### src/rtl/result_ascii_formatter.sv
// Latches an unsigned value, converts it to BCD with a fixed-latency double-dabble and
// streams it out as ASCII digits (leading zeros suppressed) plus an optional terminator.
module result_ascii_formatter #(
  parameter int unsigned WIDTH           = 16,
  parameter int unsigned DIGITS          = 5,
  parameter int unsigned EMIT_TERMINATOR = 1,
  parameter logic [7:0]  TERMINATOR      = 8'h0A
) (
  input  logic             clk,
  input  logic             rst,
  input  logic [WIDTH-1:0] value,
  input  logic             start,
  output logic             busy,
  output logic [7:0]       character,
  output logic             enable_character,
  input  logic             char_ready
);

  localparam int unsigned PtrW = (DIGITS > 1) ? $clog2(DIGITS) : 1;
  localparam int unsigned CntW = $clog2(WIDTH + 1);
  localparam int unsigned BcdW = 4 * DIGITS;

  typedef enum logic [1:0] {StIdle, StConvert, StEmit, StTerm} state_e;

  state_e            state_q, state_d;
  logic [CntW-1:0]   cnt_q, cnt_d;
  logic [WIDTH-1:0]  bin_q, bin_d;
  logic [BcdW-1:0]   bcd_q, bcd_d;
  logic [PtrW-1:0]   ptr_q, ptr_d;
  logic [7:0]        char_q, char_d;
  logic              en_q, en_d;

  logic [BcdW-1:0]   bcd_adj, bcd_step;
  logic [WIDTH-1:0]  bin_step;
  logic [PtrW-1:0]   msd, ptr_dec;
  logic [3:0]        first_nib, next_nib;

  // One double-dabble step: correct nibbles >= 5, then shift the whole {bcd,bin} pair.
  always_comb begin
    bcd_adj = '0;
    for (int i = 0; i < int'(DIGITS); i++) begin
      bcd_adj[4*i +: 4] = (bcd_q[4*i +: 4] >= 4'd5) ? bcd_q[4*i +: 4] + 4'd3
                                                     : bcd_q[4*i +: 4];
    end
    {bcd_step, bin_step} = {bcd_adj, bin_q} << 1;
  end

  // Most significant nonzero digit of the finished result; defaults to digit 0 so 0 prints "0".
  always_comb begin
    msd       = '0;
    first_nib = '0;
    for (int i = 0; i < int'(DIGITS); i++) begin
      if (bcd_step[4*i +: 4] != 4'd0) msd = PtrW'(i);
    end
    for (int i = 0; i < int'(DIGITS); i++) begin
      if (PtrW'(i) == msd) first_nib = bcd_step[4*i +: 4];
    end
  end

  always_comb begin
    ptr_dec  = ptr_q - 1'b1;
    next_nib = '0;
    for (int i = 0; i < int'(DIGITS); i++) begin
      if (PtrW'(i) == ptr_dec) next_nib = bcd_q[4*i +: 4];
    end
  end

  always_comb begin
    state_d = state_q;
    cnt_d   = cnt_q;
    bin_d   = bin_q;
    bcd_d   = bcd_q;
    ptr_d   = ptr_q;
    char_d  = char_q;
    en_d    = en_q;
    case (state_q)
      StIdle: begin
        if (start) begin
          bin_d   = value;
          bcd_d   = '0;
          cnt_d   = '0;
          state_d = StConvert;
        end
      end
      StConvert: begin
        bcd_d = bcd_step;
        bin_d = bin_step;
        cnt_d = cnt_q + 1'b1;
        if (cnt_q == CntW'(WIDTH - 1)) begin
          state_d = StEmit;
          ptr_d   = msd;
          char_d  = 8'h30 + {4'h0, first_nib};
          en_d    = 1'b1;
        end
      end
      StEmit: begin
        if (char_ready) begin
          if (ptr_q == '0) begin
            if (EMIT_TERMINATOR != 0) begin
              state_d = StTerm;
              char_d  = TERMINATOR;
            end else begin
              state_d = StIdle;
              char_d  = 8'h00;
              en_d    = 1'b0;
            end
          end else begin
            ptr_d  = ptr_dec;
            char_d = 8'h30 + {4'h0, next_nib};
          end
        end
      end
      StTerm: begin
        if (char_ready) begin
          state_d = StIdle;
          char_d  = 8'h00;
          en_d    = 1'b0;
        end
      end
      default: state_d = StIdle;
    endcase
  end

  always_ff @(posedge clk) begin
    if (rst) begin
      state_q <= StIdle;
      cnt_q   <= '0;
      bin_q   <= '0;
      bcd_q   <= '0;
      ptr_q   <= '0;
      char_q  <= 8'h00;
      en_q    <= 1'b0;
    end else begin
      state_q <= state_d;
      cnt_q   <= cnt_d;
      bin_q   <= bin_d;
      bcd_q   <= bcd_d;
      ptr_q   <= ptr_d;
      char_q  <= char_d;
      en_q    <= en_d;
    end
  end

  assign busy             = (state_q != StIdle);
  assign character        = char_q;
  assign enable_character = en_q;

endmodule

### config.mk
export PLATFORM = sky130hd
export DESIGN_NAME = result_ascii_formatter
export DESIGN_NICKNAME = d
export VERILOG_FILES = /design/src/rtl/result_ascii_formatter.sv
export SDC_FILE = /design/constraint.sdc
export NUM_CORES = 1
export LEC_CHECK = 0
export ABC_AREA = 0
export CAP_MARGIN = 10
export CELL_PAD_IN_SITES_DETAIL_PLACEMENT = 1
export CELL_PAD_IN_SITES_GLOBAL_PLACEMENT = 2
export CORE_MARGIN = 4
export CORE_UTILIZATION = 25
export DETAILED_ROUTE_END_ITERATION = 7
export HOLD_SLACK_MARGIN = 0.12
export PLACE_DENSITY_LB_ADDON = 0.15
export SLEW_MARGIN = 20
export SYNTH_ARGS = -nofsm -noshare
export SYNTH_HDL_FRONTEND = slang
export SYNTH_SLANG_ARGS = --single-unit
### constraint.sdc
create_clock -name clk -period 5.85 [get_ports clk]
set_input_delay 1.17 -clock clk [delete_from_list [all_inputs] [get_ports clk]]
set_output_delay 1.17 -clock clk [all_outputs]
set_load 0.005 [all_outputs]
# Word-level counts from Yosys, hierarchy flattened
# Cells that the tools add are included.
# W data, S select, Z words.
[totals]
inputBits = 20
reg_bits = 55
[classes]
magnitude_cmp = 5
eq_ne = 18
mux = 43
n_reduce_logical = 18
n_addsub = 9
[ops]
columns = ["cell", "n"]
rows = [
  ["$mux W4", 14],
  ["$pmux W20 S2", 1],
  ["$pmux W16 S2", 1],
  ["$mux W8", 3],
  ["$pmux W8 S3", 1],
  ["$mux W3", 7],
  ["$ge A4 B3 Y1 const B", 5],
  ["$mux W20", 1],
  ["$add A4 B2 Y4 const B", 4],
  ["$mux W16", 1],
  ["$reduce_bool A4 Y1", 4],
  ["$add A6 B4 Y7 const A", 2],
  ["$eq A2 B3 Y1 const A", 4],
  ["$ne A2 B2 Y1 const B", 6],
  ["$mux W2", 5],
  ["$pmux W5 S2", 1],
  ["$logic_not A3 Y1", 3],
  ["$pmux W2 S4", 1],
  ["$reduce_and A4 Y1", 2],
  ["$reduce_bool A2 Y1", 4],
  ["$mux W7", 1],
  ["$eq A1 B3 Y1 const A", 2],
  ["$eq A3 B3 Y1 const A", 2],
  ["$pmux W3 S2", 1],
  ["14 further kinds", 17],
]

# Depth between registers and ports, before layout
# Gate-level depths: netlist of the first run.
[logic_depth]
depth_word = 16
mapped_depth = 9
ltp_nobuf = 8

# Least setup slack after synthesis of the first run
# OpenSTA, ideal clock, no wires.
[synth_path]
path_kind = "input to register"
start = "in start"
end = "reg bcd_q[10]"
required_time_ns = 5.785
path_slack_ns = 3.590
n_path_buf = 2
arrival_ns = 2.195
cell_stages = 6
setup_ns = 0.065
cell_sequence = "nand2b_1 and2_1 clkbuf_1 buf_1 a22oi_1 nor2_1"
[synth_between]
elab_chain_cells = 2
[synth_lines]
columns = ["element", "line_no", "text"]
rows = [
  ["start: declaration", "12", "input logic start,"],
  ["$ne A2 B2 Y1 (no line)", "n/a", ""],
  ["$reduce_and A2 Y1 (no line)", "n/a", ""],
  ["end signal: assignment", "129", "bcd_q <= '0;"],
  ["end signal: assignment", "137", "bcd_q <= bcd_d;"],
  ["end: declaration", "28", "logic [BcdW-1:0] bcd_q, bcd_d;"],
]
# Every way passes these cells.
# A chain may end at the register's enable or synchronous reset.

# Worst setup path after layout of the first run
[layout_path]
start = "reg state_q[0]"
end = "out busy"
[layout_between]
elab_chain_cells = 1
[layout_lines]
columns = ["element", "line_no", "text"]
rows = [
  ["start: declaration", "25", "state_e state_q, state_d;"],
  ["start signal: assignment", "126", "state_q <= StIdle;"],
  ["start signal: assignment", "134", "state_q <= state_d;"],
  ["$reduce_bool A2 Y1", "144", "assign busy = (state_q != StIdle);"],
  ["end: declaration", "13", "output logic busy,"],
]
# Every way passes these cells.

==> metrics, run 1 <==
crit path max fanout=7; post-cts resize count=0; gr usage total=13.4%; DR iter-0 viols=88; DR vias/cell=5.03; footprint of the flip-flops and latches=1040 um^2; Mapped Cells=421; die area=15700 um^2; Max stage delay on crit path=0.50 ns; post-route ant nets=0; Required @ worst endpoint=4.68 ns; Seq/Total Area, Yosys=30.3%; initial antenna violation count=0; crit path buf inv count=3; Sink Count=52; RSZ-0062 raised after global routing=false; clk buf depth=2; Worst setup EP type=output port; multi-input logic area=2200 um^2; row cnt=42; Netlist Area Pre-Place=3430 um^2; crit-path cells=inv_1 > ha_1 > inv_1 > clkdlybuf4s50_1; Critical Path Slowest Stage Cell=clkdlybuf4s50_1; WL final=10300 um; setup TNS=0 ns; buffer count from post-CTS setup fixing=0; top cell type's share of synthesized area=30.3%; hold buffer count at CTS=0; leading post-synthesis cells by cell area=dfxtp_1 (30%), ha_1 (7.7%), mux2i_1 (7.3%); Core Area=13300 um^2; delay-heaviest family, CP=buffers and inverters; synthesized area per cell=8.15 um^2; First-pass DRT Iterations=4; worst path arrival time=1.71 ns; flops & latches, synth=52; Primary FF master, synth=dfxtp_1; Worst-Margin Slew=0.887 ns; Slew Viols, Final=0; grt total ovfl=0; largest net degree at the start of global routing=44; pwr/cell area=367 nW/um^2; Leak=1.46 nW; Starting Density=25.7%; Area Overhead vs Synth=16.1%; Chip Width=125 um; die height=125 um; Root Driver=clkbuf_16; final setup violation count=0; vias in the first global route=3181; WS Path Type=flip-flop to output port; first-pass GRT wire length=17000 um; vias=3065; hpwl dp=7610 um; Buffers on Ports=27; Post-synth EDFFs=0; ys async rst share=0%; clk slew on worst S/H paths=0.08 ns; synth unique cells=63; I/O pin count=30; status=finished, final reports clean; top cells by count, synth=nor2_1 (59), dfxtp_1 (52), a21oi_1 (28); WL/cell=16.9 um; Fill cells=1633; Clk Latency, worst-skew pair=0.31 ns; Residual DRC=0; ANT cells=0; leading area contributor after synthesis=dfxtp_1; layout cells sized above 1=7.16%; final layout net count=473; Max rail drop VDD=180 uV; total power=1.46 mW; final critical-path share of the clock period=49.3%; final hold viol count=0; most used cell, CP=inv_1; CTS tree=built; total CTS buffers=5; CP Launch Type=flip-flop; Rel. slew slack=40.8%; H-tree levels=2; Hold Crit Class=flip-flop to flip-flop; top-count cell post-synth=nor2_1; Routability Congestion=0.861; Final Critical Period=2.88 ns; warnings from Yosys=0; Max Cap Viol=0; Clock Skew=0.00496 ns; Max Freq=347 MHz
## routing by layer
layer	global-route usage (%)	up-vias	part of all wire, %
met4	4.91	0	2.0
met3	2.13	12	3.0
met5	0	-	0
li1	-	1537	-
met2	21.7	38	46
met1	18.0	1478	49
## cell families after synthesis
family                     count (synthesis)  share of synthesized area (%)
adders and majority gates                 21                           7.66
other                                      1                          0.109
buffers and inverters                     50                           6.16
muxes                                     28                           8.93
AOI/OAI and AO/OA                        124                           25.4
xor gates and xnor gates                   5                           1.28
and+or+nand+nor                          140                           20.2
DFF                                       52                           30.3
## path summary, 6_finish.rpt
kind,start,endpoint,slack (ns),cells past startpoint
setup / recovery,state_q[0]$_SDFFE_PP0P_,busy,2.97,4
hold reg to reg,enable_character$_SDFFE_PP0P_,enable_character$_SDFFE_PP0P_,0.48,2
hold / removal,enable_character$_SDFFE_PP0P_,enable_character$_SDFFE_PP0P_,0.48,2
setup reg to reg,state_q[0]$_SDFFE_PP0P_,character[3]$_SDFFE_PP0P_,3.09,8
## where the power goes
| group | switching, mW | leakage [nW] | internal [mW] |
|---|---|---|---|
| logic | 0.417 | 0.967 | 0.246 |
| registers | 0.0474 | 0.424 | 0.428 |
| clock network | 0.160 | 0.0708 | 0.163 |
| total | 0.625 | 1.46 | 0.837 |
## worst register-to-register path, delay by kind of cell (launching register included)
family	cells	cell delay, ns
flip-flops	1	0.39
AO/OA/AOI/OAI	4	0.68
buffers and inverters	1	0.08
adder cells (fa/ha/maj)	1	0.35
AND/OR/NAND/NOR	2	1.14
## stage by stage
step | util, % | setup WS (ns) | hold slack (ns) | cells | area (um^2)
after CTS | 29.8 | 2.95 | 0.489 | 609 | 3980
after floorplan | - | 3.59 | 0.454 | 422 | 3440
final | 29.8 | 2.97 | 0.480 | 609 | 3980
after global routing | 29.8 | 2.81 | 0.522 | 609 | 3980
after detailed placement | 28.7 | 2.76 | 0.476 | 601 | 3830
after global placement | 28.7 | 2.78 | 0.464 | 601 | 3830
## sequential cells by signal, summed over array words and instances, names as in the netlist
signal,count
bcd_q,20
bin_q,16
character,5
cnt_q,5
enable_character,1
ptr_q,3
state_q,2
## cells in the final DEF (no fill, tap or decap), drive strengths merged, types with 19 or more instances in the layout
| master | n |
|---|---|
| o21ai | 20 |
| nand2 | 24 |
| a21oi | 31 |
| ha | 21 |
| mux2i | 27 |
| nor2 | 59 |
| inv | 25 |
| dfxtp | 52 |
| a22oi | 19 |
| clkdlybuf4s50 | 26 |
## cell type report
type	count	share of cell area, %
inverter	23	2.17
clock buffer	5	3.14
tap	176	5.53
timing repair buffer	30	7.22
clock inverter	3	0.628
sequential	52	26.1
multi-input combinational	320	55.2
Note: power is estimated with default switching activity, not from simulation.
==> run 2: changes to the inputs <==
==> constraint.sdc (replaced) <==
create_clock -name clk -period 2.64 [get_ports clk]
set_input_delay 0.528 -clock clk [delete_from_list [all_inputs] [get_ports clk]]
set_output_delay 0.528 -clock clk [all_outputs]
set_load 0.005 [all_outputs]
==> run 2 against run 1 <==
Effect of this change: worst hold slack improved by 0.0020 ns; power rose by 130%; wire length rose by 4.7%; final cell count rose by 1.5%; critical endpoint is now character[2]$_SDFFE_PP0P_; flip-flop and latch count did not move; sequential power rose by 120%; highest routed layer unchanged; largest power group unchanged.
==> metrics, run 2 (same netlist as run 1, synthesis figures left out) <==
Area Overhead vs Synth=18.4%; Chip Width=125 um (unchanged); Cell Int Power=1.92 mW (+130%); Flop pwr share=31.8% (-0.7 points); Sink Count=52 (unchanged); clk slew on worst S/H paths=0.08 ns (about the same); WL/cell=17.4 um (+3.2%); Slew Viols, Final=0 (unchanged); final critical-path share of the clock period=90.3%; final layout net count=482 (+1.9%); ANT cells=0 (unchanged); pwr/cell area=823 nW/um^2 (+120%); RSZ-0062 raised after global routing=false; post-route ant nets=0 (unchanged); vias=3139 (+2.4%); Biggest register=bcd_q; DR vias/cell=5.08 (+0.92%); WS Path Type=flip-flop to flip-flop; initial antenna violation count=0 (unchanged); buffer count from post-CTS setup fixing=0 (unchanged); Hold Crit Class=flip-flop to flip-flop; DR iter-0 viols=105 (+19%); clk buf depth=2 (unchanged); grt total ovfl=0 (unchanged); Leak=1.51 nW (+3.5%); Max Freq=419 MHz; Core Area=13300 um^2 (unchanged); Fill cells=1620 (-0.80%); Worst-Margin Slew=0.698 ns (-0.190 ns); setup TNS=0 ns (unchanged); crit-path cells=inv_1 > ha_1 > nand2b_2 > a21oi_4 > mux2_2 > nor4_2 > o2111ai_1 > a211oi_1; Max stage delay on crit path=0.42 ns (-0.08 ns); Routability Congestion=0.817 (-5.2%); internal reg-to-reg setup slack=0.26 ns (-2.83 ns); hpwl dp=8100 um (+6.4%); post-cts resize count=0 (unchanged); crit path max fanout=6 (-1); total CTS buffers=5 (unchanged); Residual DRC=0 (unchanged); layout cells sized above 1=9.05% (+1.9 points); sw frac=42.6% (-0.17 points); commonest non-fill, non-tap cells in the layout=nor2_1 (59), dfxtp_1 (52), a21oi_1 (28), clkdlybuf4s50_1 (26), mux2i_1 (25); vias in the first global route=3323 (+4.5%); setup slack at placement=0.225 ns (-2.54 ns); row cnt=42 (unchanged); Starting Density=25.7% (unchanged); Buffers on Ports=27 (unchanged); status=finished, final reports clean; Sw Pwr=1.42 mW (+130%); WL final=10800 um (+4.7%); Final Critical Period=2.38 ns; first-pass GRT wire length=18000 um (+5.9%); Worst setup EP type=flip-flop; worst path arrival time=2.60 ns (+0.89 ns); final hold viol count=0 (unchanged); final setup violation count=0 (unchanged); Max Cap Viol=0 (unchanged); Clk Latency, worst-skew pair=0.30 ns (about the same); top flop regs=bcd_q: 20 flops, bin_q: 16 flops; max reg flops=20 (unchanged); First-pass DRT Iterations=4 (unchanged); die area=15700 um^2 (unchanged); clock power share=21.3% (-0.8 points); hold buffer count at CTS=0 (unchanged); Rel. slew slack=53.3% (+12 points); H-tree levels=2 (unchanged); largest net degree at the start of global routing=30 (-32%); CTS tree=built; Critical Path Slowest Stage Cell=mux2_2; Required @ worst endpoint=2.86 ns (-1.82 ns); die height=125 um (unchanged); Setup WS post-layout=0.255 ns (-2.71 ns); I/O pin count=30 (unchanged); gr usage total=14.0% (+0.65 points); Max rail drop VDD=319 uV (+78%); Combinational Power Share=47.0% (+1.6 points); most common cell after layout, fill and taps aside=nor2_1; Root Driver=clkbuf_16; CP Launch Type=flip-flop; Clock Skew=0.00511 ns (+0.000151 ns)
==> run 2: routing by layer <==
layer	share of wire, %	vias up	track usage (%)
met2	47	40	23.9
li1	-	1550	-
met1	49	1540	19.0
met4	1.1	0	2.93
met3	2.9	9	2.09
met5	0	-	0
==> run 2: layout make-up <==
type	instances	area (um^2)	share of cell area [%]
clock buffers	5	125	3.08
clock inverters	3	28.8	0.708
inverters	23	86.3	2.13
multi-input cells	320	2210	54.3
flip-flops and latches	52	1040	25.6
well taps	176	220	5.42
repair buffers	39	355	8.75
==> run 2: through the flow <==
stage | instances | hold slack [ns] | power, mW | util [%] | area, um^2
after floorplan | 422 | 0.454 | 2.06 | - | 3440
after global placement | 610 | 0.463 | 2.63 | 29.2 | 3890
after global routing | 618 | 0.513 | 3.63 | 30.4 | 4060
after detailed placement | 610 | 0.474 | 2.66 | 29.2 | 3890
final | 618 | 0.482 | 3.34 | 30.4 | 4060
after CTS | 618 | 0.487 | 3.39 | 30.3 | 4050
==> run 2: final timing paths <==
check,endpoint,start,depth (start not counted)
setup reg to reg,character[2]$_SDFFE_PP0P_,bcd_q[17]$_SDFFE_PP0P_,8
setup / recovery,character[2]$_SDFFE_PP0P_,bcd_q[17]$_SDFFE_PP0P_,8
hold / removal,enable_character$_SDFFE_PP0P_,enable_character$_SDFFE_PP0P_,2
hold reg to reg,enable_character$_SDFFE_PP0P_,enable_character$_SDFFE_PP0P_,2
==> run 2: worst max-delay path: cells and delay by family (launching register included) <==
family,cells,cell delay (ns)
adders and majority gates,1,0.19
AOI/OAI and AO/OA,3,0.64
and+or+nand+nor,2,0.57
muxes,1,0.42
DFF,1,0.38
buffers and inverters,1,0.10
==> run 2: power by group through the flow <==
| stage | Sequential (mW) | Clock, mW | Combinational, mW |
|---|---|---|---|
| 2_1_floorplan | 1.05 | 0 | 1.02 |
| 3_3_place_gp | 1.08 | 0 | 1.56 |
| 3_5_place_dp | 1.08 | 0 | 1.58 |
| 4_1_cts | 1.07 | 0.743 | 1.58 |
| 5_1_grt | 1.09 | 0.773 | 1.76 |
| 6_report | 1.06 | 0.711 | 1.57 |
==> run 3: changes to the inputs <==
--- a/config.mk
+++ b/config.mk
@@ -12,6 +12,7 @@
 export CORE_MARGIN = 4
 export CORE_UTILIZATION = 25
 export DETAILED_ROUTE_END_ITERATION = 7
+export GPL_TIMING_DRIVEN = 1
 export HOLD_SLACK_MARGIN = 0.12
 export PLACE_DENSITY_LB_ADDON = 0.15
 export SLEW_MARGIN = 20
==> results of run 3 <==
The final DEF is identical to that of run 2; final timing and power are the same.
